### src/rtl/lc3b_types.sv
// Shared LC3b types: datapath words, write masks, cache-line pieces and the
// memory arbiter state encoding.
package lc3b_types;

  typedef logic [15:0]  lc3b_word;
  typedef logic [1:0]   lc3b_mem_wmask;
  typedef logic [127:0] lc3b_block;
  typedef logic [11:0]  lc3b_line_tag;
  typedef logic [2:0]   lc3b_word_offset;

  typedef enum logic [1:0] {
    ARB_IDLE,
    ARB_FILL,
    ARB_WBACK,
    ARB_RESP
  } lc3b_arb_state;

  localparam int LINE_WORDS = 8;

  function automatic lc3b_word line_addr(input lc3b_line_tag tag);
    return {tag, 4'h0};
  endfunction

endpackage

### src/rtl/line_word_merge.sv
// Combinational byte-masked merge of one 16-bit word into a 128-bit line.
module line_word_merge
  import lc3b_types::*;
(
  input  lc3b_block       line,
  input  lc3b_word_offset offset,
  input  lc3b_word        wdata,
  input  lc3b_mem_wmask   mask,
  output lc3b_block       merged
);

  genvar gi;
  generate
    for (gi = 0; gi < LINE_WORDS; gi++) begin : g_word
      logic w_sel;
      assign w_sel = (offset == 3'(gi));
      assign merged[16*gi +: 8]   = (w_sel && mask[0]) ? wdata[7:0]  : line[16*gi +: 8];
      assign merged[16*gi+8 +: 8] = (w_sel && mask[1]) ? wdata[15:8] : line[16*gi+8 +: 8];
    end
  endgenerate

endmodule

### src/rtl/lc3b_mem_arbiter.sv
// Two-port (fetch / data) arbiter onto a 128-bit line memory with a single
// write-through line buffer; word writes are merged by read-modify-write.
module lc3b_mem_arbiter
  import lc3b_types::*;
(
  input  logic          clk,
  input  logic          reset,
  input  logic [15:0]   mem_addr1,
  input  logic          mem_read1,
  output logic [15:0]   mem_rdata1,
  output logic          mem_resp1,
  input  logic [15:0]   mem_addr2,
  input  logic          mem_read2,
  input  logic          mem_write2,
  input  logic [1:0]    mem_byte_enable2,
  input  logic [15:0]   mem_wdata2,
  output logic [15:0]   mem_rdata2,
  output logic          mem_resp2,
  output logic [15:0]   pmem_address,
  output logic          pmem_read,
  output logic          pmem_write,
  output logic [127:0]  pmem_wdata,
  input  logic [127:0]  pmem_rdata,
  input  logic          pmem_resp
);

  lc3b_arb_state   r_state, w_state_next;
  lc3b_block       r_line;
  lc3b_line_tag    r_tag;
  logic            r_valid;
  logic            r_last2;
  logic            r_grant2;
  logic            r_is_write;
  lc3b_line_tag    r_req_tag;
  lc3b_word_offset r_req_off;
  lc3b_word        r_wdata;
  lc3b_mem_wmask   r_mask;
  lc3b_word        r_pmem_address;
  lc3b_block       r_pmem_wdata;
  lc3b_word        r_rdata1, r_rdata2;

  logic            w_req1, w_req2, w_pick2, w_req_write, w_hit;
  lc3b_line_tag    w_req_tag;
  lc3b_word_offset w_req_off;
  lc3b_block       w_merge_line, w_merged, w_src_line;
  lc3b_word_offset w_merge_off, w_src_off;
  lc3b_word        w_merge_wdata, w_word;
  lc3b_mem_wmask   w_merge_mask;
  logic            w_unused;

  assign w_unused = &{1'b0, mem_addr1[0], mem_addr2[0]};

  // On a tie the port that was not served last wins.
  assign w_req1      = mem_read1;
  assign w_req2      = mem_read2 | mem_write2;
  assign w_pick2     = w_req2 && (!w_req1 || !r_last2);
  assign w_req_tag   = w_pick2 ? mem_addr2[15:4] : mem_addr1[15:4];
  assign w_req_off   = w_pick2 ? mem_addr2[3:1]  : mem_addr1[3:1];
  assign w_req_write = w_pick2 && mem_write2;
  assign w_hit       = r_valid && (r_tag == w_req_tag);

  // IDLE merges live port-2 data into the buffer; FILL merges latched data into the fetched line.
  always_comb begin
    w_merge_line  = r_line;
    w_merge_off   = mem_addr2[3:1];
    w_merge_wdata = mem_wdata2;
    w_merge_mask  = mem_byte_enable2;
    if (r_state != ARB_IDLE) begin
      w_merge_line  = pmem_rdata;
      w_merge_off   = r_req_off;
      w_merge_wdata = r_wdata;
      w_merge_mask  = r_mask;
    end
  end

  line_word_merge u_merge (
    .line   (w_merge_line),
    .offset (w_merge_off),
    .wdata  (w_merge_wdata),
    .mask   (w_merge_mask),
    .merged (w_merged)
  );

  assign w_src_line = (r_state == ARB_FILL) ? pmem_rdata : r_line;
  assign w_src_off  = (r_state == ARB_IDLE) ? w_req_off  : r_req_off;
  assign w_word     = w_src_line[{w_src_off, 4'h0} +: 16];

  always_ff @(posedge clk or posedge reset) begin
    if (reset) r_state <= ARB_IDLE;
    else       r_state <= w_state_next;
  end

  always_comb begin
    w_state_next = r_state;
    pmem_read    = 1'b0;
    pmem_write   = 1'b0;
    mem_resp1    = 1'b0;
    mem_resp2    = 1'b0;
    case (r_state)
      ARB_IDLE: begin
        if (w_req1 || w_req2) begin
          if (!w_hit)           w_state_next = ARB_FILL;
          else if (w_req_write) w_state_next = ARB_WBACK;
          else                  w_state_next = ARB_RESP;
        end
      end
      ARB_FILL: begin
        pmem_read = 1'b1;
        if (pmem_resp) w_state_next = r_is_write ? ARB_WBACK : ARB_RESP;
      end
      ARB_WBACK: begin
        pmem_write = 1'b1;
        if (pmem_resp) w_state_next = ARB_RESP;
      end
      ARB_RESP: begin
        mem_resp1    = !r_grant2;
        mem_resp2    = r_grant2;
        w_state_next = ARB_IDLE;
      end
      default: w_state_next = ARB_IDLE;
    endcase
  end

  always_ff @(posedge clk or posedge reset) begin
    if (reset) begin
      r_line         <= '0;
      r_tag          <= '0;
      r_valid        <= 1'b0;
      r_last2        <= 1'b0;
      r_grant2       <= 1'b0;
      r_is_write     <= 1'b0;
      r_req_tag      <= '0;
      r_req_off      <= '0;
      r_wdata        <= '0;
      r_mask         <= '0;
      r_pmem_address <= '0;
      r_pmem_wdata   <= '0;
      r_rdata1       <= '0;
      r_rdata2       <= '0;
    end else begin
      case (r_state)
        ARB_IDLE: begin
          if (w_req1 || w_req2) begin
            r_grant2       <= w_pick2;
            r_is_write     <= w_req_write;
            r_req_tag      <= w_req_tag;
            r_req_off      <= w_req_off;
            r_wdata        <= mem_wdata2;
            r_mask         <= mem_byte_enable2;
            r_pmem_address <= line_addr(w_req_tag);
            if (w_hit && w_req_write) begin
              r_line       <= w_merged;
              r_pmem_wdata <= w_merged;
            end else if (w_hit && w_pick2) begin
              r_rdata2 <= w_word;
            end else if (w_hit) begin
              r_rdata1 <= w_word;
            end
          end
        end
        ARB_FILL: begin
          if (pmem_resp) begin
            r_valid <= 1'b1;
            r_tag   <= r_req_tag;
            if (r_is_write) begin
              r_line       <= w_merged;
              r_pmem_wdata <= w_merged;
            end else begin
              r_line <= pmem_rdata;
              if (r_grant2) r_rdata2 <= w_word;
              else          r_rdata1 <= w_word;
            end
          end
        end
        ARB_RESP: r_last2 <= r_grant2;
        default: ;
      endcase
    end
  end

  assign pmem_address = r_pmem_address;
  assign pmem_wdata   = r_pmem_wdata;
  assign mem_rdata1   = r_rdata1;
  assign mem_rdata2   = r_rdata2;

endmodule
### config.mk
export PLATFORM = sky130hd
export DESIGN_NAME = lc3b_mem_arbiter
export DESIGN_NICKNAME = d
export VERILOG_FILES = /design/src/rtl/lc3b_types.sv /design/src/rtl/line_word_merge.sv /design/src/rtl/lc3b_mem_arbiter.sv
export SDC_FILE = /design/constraint.sdc
export NUM_CORES = 1
export LEC_CHECK = 0
export CAP_MARGIN = 20
export CORE_MARGIN = 8
export CORE_UTILIZATION = 50
export DETAILED_ROUTE_END_ITERATION = 7
export PLACE_DENSITY = 0.77
export SYNTH_ARGS = -nofsm -noshare
export SYNTH_HDL_FRONTEND = slang
export SYNTH_HIERARCHICAL = 1
export SYNTH_SLANG_ARGS = --single-unit
### constraint.sdc
create_clock -name clk -period 14.6 [get_ports clk]
set_clock_uncertainty 0.1 [all_clocks]
set_input_delay 2.92 -clock clk [delete_from_list [all_inputs] [get_ports clk]]
set_output_delay 2.92 -clock clk [all_outputs]
set_load 0.02 [all_outputs]
==> impl_metrics.py, run 1 <==
metrics = {
    "status": {
        "outcome": "finished clean",
    },
    "die": {
        "die_x_um": 219,
        "design.core.area_um2": 40800,
        "ioPinCount": 364,
        "dieArea_um2": 48100,
        "fp.dieH_um": 219,
        "start_util": 0.507,
        "num_rows": 74,
    },
    "timing": {
        "tns_ns": 0,
        "fin_crit_ns": 7.76,
        "worst_pin_slew_ns": 1.07,
        "drv_slew": 0,
        "hold_violations": 0,
        "worst_slack_ns": 6.84,
        "fmax_ghz": 0.129,
        "relSlewSlack": 0.284,
        "setup_viol": 0,
        "rsz0062_at_grt": "false",
        "post-route-period-util": 0.532,
    },
    "setup_path": {
        "regToRegStartpoint": "r_last2",
        "crit_type": "in -> reg",
        "worstPathRequired_ns": 14.92,
        "end_kind": "register",
        "crit_chain": "clkdlybuf4s50_1, a2bb2oi_4, mux2_2, a222oi_1, o211ai_1, or4_4, a211oi_4, buf_4, buf_4, mux2_1",
        "slowest_stage": "a211oi_4",
        "max_stage_delay_ns": 0.79,
        "crit_top_cell": "buf_4",
        "cp.arrival_ns": 8.08,
        "startpoint": "mem_write2",
        "worstPathMaxFanout": 41,
        "start_kind": "input pin",
    },
    "yosys": {
        "yosys_warnings": 6,
        "async_reset_ff_frac": 1.00,
        "synth_cell_types": 51,
        "synth-main-ff-cell": "dfrtp_1",
        "seq_area_frac_synth": 0.410,
        "synth_common_cells": "mux2_2 (609), dfrtp_1 (339), mux2_4 (100)",
        "avgSynthCellArea_um2": 14.2,
        "synth_area_leader_cell": "dfrtp_1",
        "yosysTopAreaCellShare": 0.410,
        "synth_area_leaders": "dfrtp_1 (41%), mux2_2 (33%), mux2_4 (7.3%)",
        "synth_edf_count": 0,
        "syn_inst": 1458,
        "yosysMostFrequentCell": "mux2_2",
        "ys_ff_latch": 339,
        "netlist_area_um2": 20700,
    },
    "clock_network": {
        "clock_sinks": 339,
        "clk_pin_slew_ns": 0.07,
        "numCtsBuffers": 39,
        "cts_setup_buffers": 0,
        "cts_max_level": 2,
        "clockRootBuffer": "clkbuf_16",
        "hold_buffers": 0,
        "ctsResizeCount": 0,
        "clock_path_buffers": 3,
        "cts_tree": "yes",
        "clkLatencyLatePin_ns": 0.56,
    },
    "placed_design": {
        "dp_slack_ns": 6.22,
        "place.gp.congestion": 0.867,
        "place_area_um2": 24500,
        "place.detailed.hpwl_um": 45700,
        "io_buffers": 357,
        "dp.cells": 2267,
    },
    "global_routing": {
        "grt_pass1_vias": 14904,
        "grtUsageTotal": 0.268,
        "grt_pass1_wl_um": 97200,
        "overflow": 0,
        "antenna_found_initial": 13,
        "grt_max_degree": 144,
    },
    "final_layout": {
        "fillCellCount": 3059,
        "nNetsFinal": 1966,
        "drive_gt1_frac": 0.491,
        "stdcell_count": 2351,
        "design_area_um2": 25900,
        "register_area_um2": 8480,
        "multiInputGateArea_um2": 11500,
        "fin_util": 0.635,
        "synthToLayoutAreaGrowth_pct": 25.4,
    },
    "power_and_ir_drop": {
        "powerDensity_nw_per_um2": 289,
        "p_leak_nw": 10.4,
        "ir_drop_v": 0.000161,
    },
    "detailed_routing": {
        "dr.pass1.iters": 5,
        "wl_um": 66000,
        "via_per_inst": 6.03,
        "drc": 0,
        "vias": 14173,
        "avgRoutedWirePerCell_um": 28.1,
        "postRouteAntennaNets": 0,
        "drtIter0Drc": 1125,
    },
    "worst_hold_path": {
        "hold_class": "reg -> reg",
        "hp-start": "pmem_wdata[28]",
    },
    "flow_run": {
        "drv_cap": 0,
    },
}
stage by stage:
stage | hold WS [ns] | power [mW]
6_report | 0.390 | 7.49
4_1_cts | 0.395 | 7.51
2_1_floorplan | 0.357 | 4.97
3_3_place_gp | 0.372 | 6.29
5_1_grt | 0.413 | 7.84
3_5_place_dp | 0.378 | 6.40
state kept, by name (all words and copies together) (netlist names), 2 cells and up:
| name | cells |
|---|---|
| mem_rdata1 | 16 |
| mem_rdata2 | 16 |
| pmem_address | 12 |
| pmem_wdata | 128 |
| r_line | 128 |
| r_mask | 2 |
| r_req_off | 3 |
| r_state | 2 |
| r_tag | 12 |
| r_wdata | 16 |
worst max-delay path: cells and delay by family:
kind | cells | cell delay, ns
compound gates | 4 | 1.93
buf+inv | 3 | 1.85
mux | 2 | 0.80
simple gates | 1 | 0.51
path summary, 6_finish.rpt:
path                       cells after the start               end  slack (ns)
max                                           10    pmem_wdata[35]        6.84
max reg2reg                                    9    pmem_wdata[35]        9.43
min reg2reg                                    1    pmem_wdata[28]        0.39
min in group asynchronous                      2  pmem_address[12]        2.70
max in group asynchronous                      5        r_line[43]        9.27
min                                            1    pmem_wdata[28]        0.39
layout by cell type, fill, tap and decap left out, types with 5 or more instances in the layout:
master / netlist / routed
mux2i_1: 8 / 8
clkdlybuf4s50_1: 0 / 357
a21oi_1: 11 / 8
clkbuf_8: 0 / 5
clkbuf_1: 52 / 9
diode_2: 0 / 12
a22oi_1: 32 / 32
mux2_1: 20 / 20
inv_1: 17 / 16
dfrtp_1: 339 / 339
o21ai_0: 20 / 20
buf_4: 17 / 22
nor2_1: 16 / 16
nor2b_1: 7 / 6
nand2b_1: 9 / 8
mux4_2: 64 / 64
nand4b_2: 6 / 6
mux2_2: 609 / 609
bufinv_16: 0 / 8
mux2_4: 100 / 100
clkbuf_16: 0 / 39
clkinv_2: 0 / 6
nand2_1: 41 / 41
final cells by class:
type / count / share of cell area
clock buffer: 53 / 0.0416
inverter: 17 / 0.00275
multi-input combinational: 1000 / 0.444
sequential: 339 / 0.327
clock inverter: 17 / 0.0117
tap: 532 / 0.0257
antenna: 12 / 0.00116
timing repair buffer: 381 / 0.146
report_power, final:
group	switching (mW)	total [mW]	leakage [nW]	internal [mW]
combinational	2.20	4.63	5.76	2.43
clock	0.412	1.07	0.675	0.662
sequential	0.335	1.78	4.00	1.45
cells by family after synthesis:
logic type	count (synthesis)	synth area share
AO/OA/AOI/OAI	87	0.0302
XOR/XNOR	4	0.00169
adder cells (fa/ha/maj)	4	0.00242
buffers and inverters	122	0.0370
flip-flops	339	0.410
multiplexers	801	0.488
other	1	0.000181
AND/OR/NAND/NOR	100	0.0300
metal layers:
layer,GRT usage,wire length (um)
met5,0,69
met1,0.352,27300
met2,0.403,30000
met3,0.0726,5390
met4,0.140,3250
Note: power is estimated with default switching activity, not from simulation.
==> inputs of run 2 (changes only) <==
clock period = 7.89 ns   (was 14.6 ns; I/O delays follow)
==> run 2 against run 1 <==
Against the previous run: flip-flop and latch count unchanged; critical endpoint is now pmem_wdata[32]; global-route usage about the same; via count down 0.55%; highest routed layer unchanged.
==> impl_metrics.py, run 2 (same netlist as run 1, synthesis figures left out) <==
metrics = {
    "final_layout": {
        "drive_gt1_frac": 0.490,
        "nNetsFinal": 1964,
        "synthToLayoutAreaGrowth_pct": 25.0,
        "mostFrequentLayoutCells": "mux2_2 (609), clkdlybuf4s50_1 (357), dfrtp_1 (339), mux2_4 (100), mux4_2 (64)",
        "fillCellCount": 3082,
        "final_common_cell": "mux2_2",
        "design_area_um2": 25900,
    },
    "power_and_ir_drop": {
        "powerDensity_nw_per_um2": 534,
        "ir_drop_v": 0.000462,
        "p_switching_mw": 5.47,
        "internal_power_mw": 8.33,
        "fin_total_pwr_mw": 13.8,
        "p_leak_nw": 10.4,
        "switching_share": 0.396,
        "seqPwrFrac": 0.239,
        "clockPowerShare": 0.138,
        "pwr-share-comb": 0.623,
    },
    "clock_network": {
        "clock_sinks": 339,
        "clkLatencyLatePin_ns": 0.55,
        "cts_tree": "yes",
        "clockRootBuffer": "clkbuf_16",
        "numCtsBuffers": 40,
        "ctsResizeCount": 0,
        "cts_setup_buffers": 0,
        "clk_pin_slew_ns": 0.06,
        "cts_max_level": 2,
        "hold_buffers": 0,
        "clock_path_buffers": 3,
    },
    "timing": {
        "hold_violations": 0,
        "fin_crit_ns": 5.48,
        "drv_slew": 0,
        "rsz0062_at_grt": "false",
        "fin_hold_ws_ns": 0.389,
        "post-route-period-util": 0.694,
        "setup_viol": 0,
        "tns_ns": 0,
        "relSlewSlack": 0.281,
        "fmax_ghz": 0.183,
        "worst_pin_slew_ns": 1.08,
    },
    "detailed_routing": {
        "wl_um": 66000,
        "dr.pass1.iters": 5,
        "via_per_inst": 6.01,
        "drtIter0Drc": 1049,
        "avgRoutedWirePerCell_um": 28.1,
        "drc": 0,
        "vias": 14095,
        "postRouteAntennaNets": 0,
    },
    "global_routing": {
        "grt_max_degree": 151,
        "grt_pass1_vias": 14842,
        "antenna_found_initial": 14,
        "grt_pass1_wl_um": 97200,
        "grtUsageTotal": 0.268,
        "overflow": 0,
    },
    "placed_design": {
        "place.detailed.hpwl_um": 45600,
        "io_buffers": 357,
        "place_area_um2": 24500,
        "place.gp.congestion": 0.863,
    },
    "setup_path": {
        "slowest_stage": "buf_4",
        "cp.buffers_inverters": 2,
        "startpoint": "mem_write2",
        "critical_path_depth": 9,
        "max_stage_delay_ns": 0.78,
        "path_delay_family": "buffers and inverters",
        "endpoint": "pmem_wdata[32]",
        "crit_chain": "clkdlybuf4s50_1, a2bb2oi_4, mux2_2, a222oi_1, o211ai_1, or4_4, a211oi_4, buf_4, mux2_1",
        "worstPathRequired_ns": 8.22,
        "r2r_cells": 9,
        "start_kind": "input pin",
        "crit_type": "in -> reg",
        "end_kind": "register",
        "r2r-end": "pmem_wdata[32]",
        "cp.arrival_ns": 5.81,
        "regToRegStartpoint": "r_state[0]",
        "r2r_slack_ns": 3.24,
        "worstPathMaxFanout": 50,
    },
    "worst_hold_path": {
        "hold_class": "reg -> reg",
    },
    "die": {
        "design.core.area_um2": 40800,
        "die_x_um": 219,
        "fp.dieH_um": 219,
        "dieArea_um2": 48100,
        "start_util": 0.507,
        "ioPinCount": 364,
        "num_rows": 74,
    },
    "status": {
        "outcome": "finished clean",
    },
    "flow_run": {
        "drv_cap": 0,
    },
}
-- run 2: changes by cell type in the layout (fill, tap and decap cells not counted), sizes merged --
| cell | before | now |
|---|---|---|
| buf | 24 | 21 |
| bufinv | 8 | 4 |
| clkbuf | 53 | 58 |
| clkinv | 7 | 8 |
| clkinvlp | 1 | 2 |
| diode | 12 | 7 |
| inv | 18 | 16 |
-- run 2: final cells by class --
class	instances	area [um2]	area share
Clock buffer	58	1160	0.0449
Clock inverter	13	171	0.00663
Multi-Input combinational cell	1000	11500	0.446
Timing Repair Buffer	378	3770	0.146
Tap cell	532	666	0.0257
Sequential cell	339	8480	0.328
Antenna cell	7	17.5	0.000678
Inverter	17	67.6	0.00261
-- run 2: per-stage QoR --
step / worst slack (ns) / cells / util
after global routing: 2.28 / 2344 / 0.633
after global placement: 1.89 / 2266 / 0.600
after floorplan: 1.68 / 1461 / -
after CTS: 2.42 / 2337 / 0.633
final: 2.41 / 2344 / 0.633
after detailed placement: 1.84 / 2266 / 0.600
-- run 2: worst min path at each step --
stage / start / depth (start not counted) / slack [ns] / end
2_1_floorplan: r_valid / 1 / 0.36 / r_valid
3_3_place_gp: pmem_wdata[40] / 1 / 0.37 / pmem_wdata[40]
3_5_place_dp: pmem_wdata[39] / 1 / 0.38 / pmem_wdata[39]
4_1_cts: pmem_wdata[38] / 1 / 0.39 / pmem_wdata[38]
5_1_grt: pmem_wdata[43] / 1 / 0.41 / pmem_wdata[43]
6_report: pmem_wdata[43] / 1 / 0.39 / pmem_wdata[43]
-- run 2: metal layers --
layer  vias to the layer above  track usage  wire (um)  share of wire
li1                       6140            -          -              -
met1                      7341        0.359      28100           0.43
met2                       475        0.407      30000           0.45
met3                       127       0.0567       4500          0.068
met4                        12        0.137       3290          0.050
met5                         -            0         81         0.0012
-- run 2: worst reg2reg max path: stages, from the launching register on --
cell and delay (ns):
dfrtp_1 0.43, inv_1 0.14, ha_4 0.69, buf_4 0.89, inv_1 0.29, o21ai_0 0.21, nand2_1 0.21, a211oi_4 0.32
buf_4 0.78, mux2_1 0.48
-- run 2: power by group through the flow --
stage | Sequential, mW | Clock (mW) | Combinational [mW]
after floorplan | 3.67 | 0 | 5.53
after global placement | 3.25 | 0 | 8.39
after detailed placement | 3.30 | 0 | 8.57
after CTS | 3.28 | 1.94 | 8.62
after global routing | 3.40 | 2.00 | 9.03
final | 3.29 | 1.91 | 8.60
==> inputs of run 3 (changes only) <==
clock period = 5.3 ns   (was 7.89 ns; I/O delays follow)
==> run 3 against run 2 <==
Against the previous run: die area unchanged; register-to-register slack worse by 1.8 ns; largest cell class unchanged; utilization rose by 0.77 points; largest power group unchanged; flip-flop and latch count is the same; via count increased by 1.5%; routed wire length is 1.6% higher; worst setup slack worse by 1.5 ns; non-clock buffer count rose by 21; critical path depth increased by 1; combinational power grew 52%; global-route usage increased by 0.51 points; sequential share of layout area is 0.40 points lower.
==> impl_metrics.py, run 3 (same netlist as run 1, synthesis figures left out) <==
metrics = {
    "timing": {
        "fin_crit_ns": 4.35,
        "rsz0062_at_grt": "false",
        "drv_slew": 0,
        "post-route-period-util": 0.822,
        "worst_slack_ns": 0.946,
        "relSlewSlack": 0.307,
        "worst_pin_slew_ns": 1.04,
        "fmax_ghz": 0.230,
        "hold_violations": 0,
        "setup_viol": 0,
    },
    "die": {
        "num_rows": 74,
        "die_x_um": 219,
        "dieArea_um2": 48100,
        "ioPinCount": 364,
        "fp.dieH_um": 219,
        "design.core.area_um2": 40800,
        "start_util": 0.507,
    },
    "power_and_ir_drop": {
        "clockPowerShare": 0.139,
        "internal_power_mw": 12.6,
        "ir_drop_v": 0.000482,
        "pwr-share-comb": 0.626,
        "switching_share": 0.395,
        "p_switching_mw": 8.26,
        "powerDensity_nw_per_um2": 798,
        "seqPwrFrac": 0.235,
        "p_leak_nw": 10.6,
    },
    "clock_network": {
        "clkLatencyLatePin_ns": 0.57,
        "cts_setup_buffers": 0,
        "cts_tree": "yes",
        "numCtsBuffers": 40,
        "clockRootBuffer": "clkbuf_16",
        "ctsResizeCount": 0,
        "clock_path_buffers": 3,
        "cts_max_level": 2,
        "hold_buffers": 0,
        "clock_sinks": 339,
        "clk_pin_slew_ns": 0.06,
    },
    "global_routing": {
        "overflow": 0,
        "grtUsageTotal": 0.273,
        "grt_pass1_wl_um": 99000,
        "antenna_found_initial": 14,
        "grt_max_degree": 131,
        "grt_pass1_vias": 15018,
    },
    "detailed_routing": {
        "postRouteAntennaNets": 0,
        "drtIter0Drc": 1280,
        "via_per_inst": 6.05,
        "avgRoutedWirePerCell_um": 28.3,
        "dr.pass1.iters": 5,
        "vias": 14304,
        "drc": 0,
        "wl_um": 67000,
    },
    "final_layout": {
        "synthToLayoutAreaGrowth_pct": 26.5,
        "nNetsFinal": 1985,
        "stdcell_count": 2365,
        "drive_gt1_frac": 0.500,
        "mostFrequentLayoutCells": "mux2_2 (609), clkdlybuf4s50_1 (357), dfrtp_1 (339), mux2_4 (100), mux4_2 (64)",
        "final_common_cell": "mux2_2",
        "fin_util": 0.641,
        "fillCellCount": 3063,
    },
    "placed_design": {
        "place.gp.congestion": 0.855,
        "io_buffers": 357,
        "dp.cells": 2287,
        "dp_slack_ns": 0.367,
        "place.detailed.hpwl_um": 46700,
    },
    "setup_path": {
        "max_stage_delay_ns": 0.62,
        "slowest_stage": "clkdlybuf4s50_1",
        "cp.arrival_ns": 4.70,
        "worstPathMaxFanout": 28,
        "path_delay_family": "compound AO/OA/AOI/OAI gates",
        "end_kind": "register",
        "worstPathRequired_ns": 5.64,
        "crit_type": "in -> reg",
        "cp.buffers_inverters": 3,
        "start_kind": "input pin",
        "crit_chain": "clkdlybuf4s50_1, a2bb2oi_4, mux2_2, a222oi_1, o211ai_1, or4_4, a211oi_4, buf_12, buf_12, mux2_2",
    },
    "status": {
        "outcome": "finished clean",
    },
    "worst_hold_path": {
        "hold_class": "reg -> reg",
    },
    "flow_run": {
        "drv_cap": 0,
    },
}
[run 3: cell count changes in the layout (fill, tap and decap cells not counted), sizes merged]
cell    before  now
diode        7    8
clkinv       8   10
inv         16   18
buf         21   42
clkbuf      58   53
[run 3: stage by stage]
step	hold slack (ns)	TNS, ns	area, um2	total power [mW]
global placement	0.370	0	24800	17.6
floorplan	0.357	-133.08	20700	13.7
CTS	0.392	0	26100	20.9
finish	0.384	0	26200	20.9
detailed placement	0.377	0	24800	17.9
global route	0.413	0	26200	21.8
[run 3: worst reg2reg max path: cells and delay by family, from the launching register on]
| family | cells | cell delay, ns |
|---|---|---|
| adder cells (fa/ha/maj) | 1 | 0.65 |
| flip-flops | 1 | 0.44 |
| AO/OA/AOI/OAI | 2 | 0.33 |
| multiplexers | 1 | 0.41 |
| AND/OR/NAND/NOR | 2 | 0.48 |
| buffers and inverters | 3 | 1.30 |
[run 3: final timing paths]
check / slack [ns] / start / to / cells after the start
max: 0.95 / mem_write2 / pmem_wdata[23] / 10
min: 0.38 / pmem_wdata[34] / pmem_wdata[34] / 1
max reg2reg: 1.46 / r_state[0] / mem_rdata2[12] / 9
min reg2reg: 0.38 / pmem_wdata[34] / pmem_wdata[34] / 1
max in group asynchronous: 3.11 / reset / mem_rdata1[10] / 3
min in group asynchronous: 0.93 / reset / r_tag[5] / 2
[run 3: power groups by stage]
stage / combinational [mW] / clock [mW] / sequential (mW)
global route: 13.7 / 3.06 / 5.07
finish: 13.1 / 2.90 / 4.92
detailed placement: 13.0 / 0 / 4.91
floorplan: 8.24 / 0 / 5.46
CTS: 13.1 / 2.95 / 4.89
global placement: 12.7 / 0 / 4.84
[run 3: final cells by class]
cell class | count | area, um2 | share of cell area
inverter | 17 | 67.6 | 0.00258
clock buffer | 53 | 1170 | 0.0448
sequential | 339 | 8480 | 0.324
multi-input combinational | 1000 | 11500 | 0.440
antenna | 8 | 20.0 | 0.000765
clock inverter | 17 | 203 | 0.00775
timing repair buffer | 399 | 4040 | 0.154
tap | 532 | 666 | 0.0254
[run 3: metal layers]
metal	vias to the layer above	track usage	part of all wire	routed length [um]
met2	510	0.430	0.47	31400
li1	6171	-	-	-
met4	10	0.103	0.035	2330
met1	7507	0.366	0.42	28300
met3	106	0.0588	0.073	4880
met5	-	0	0.00097	65
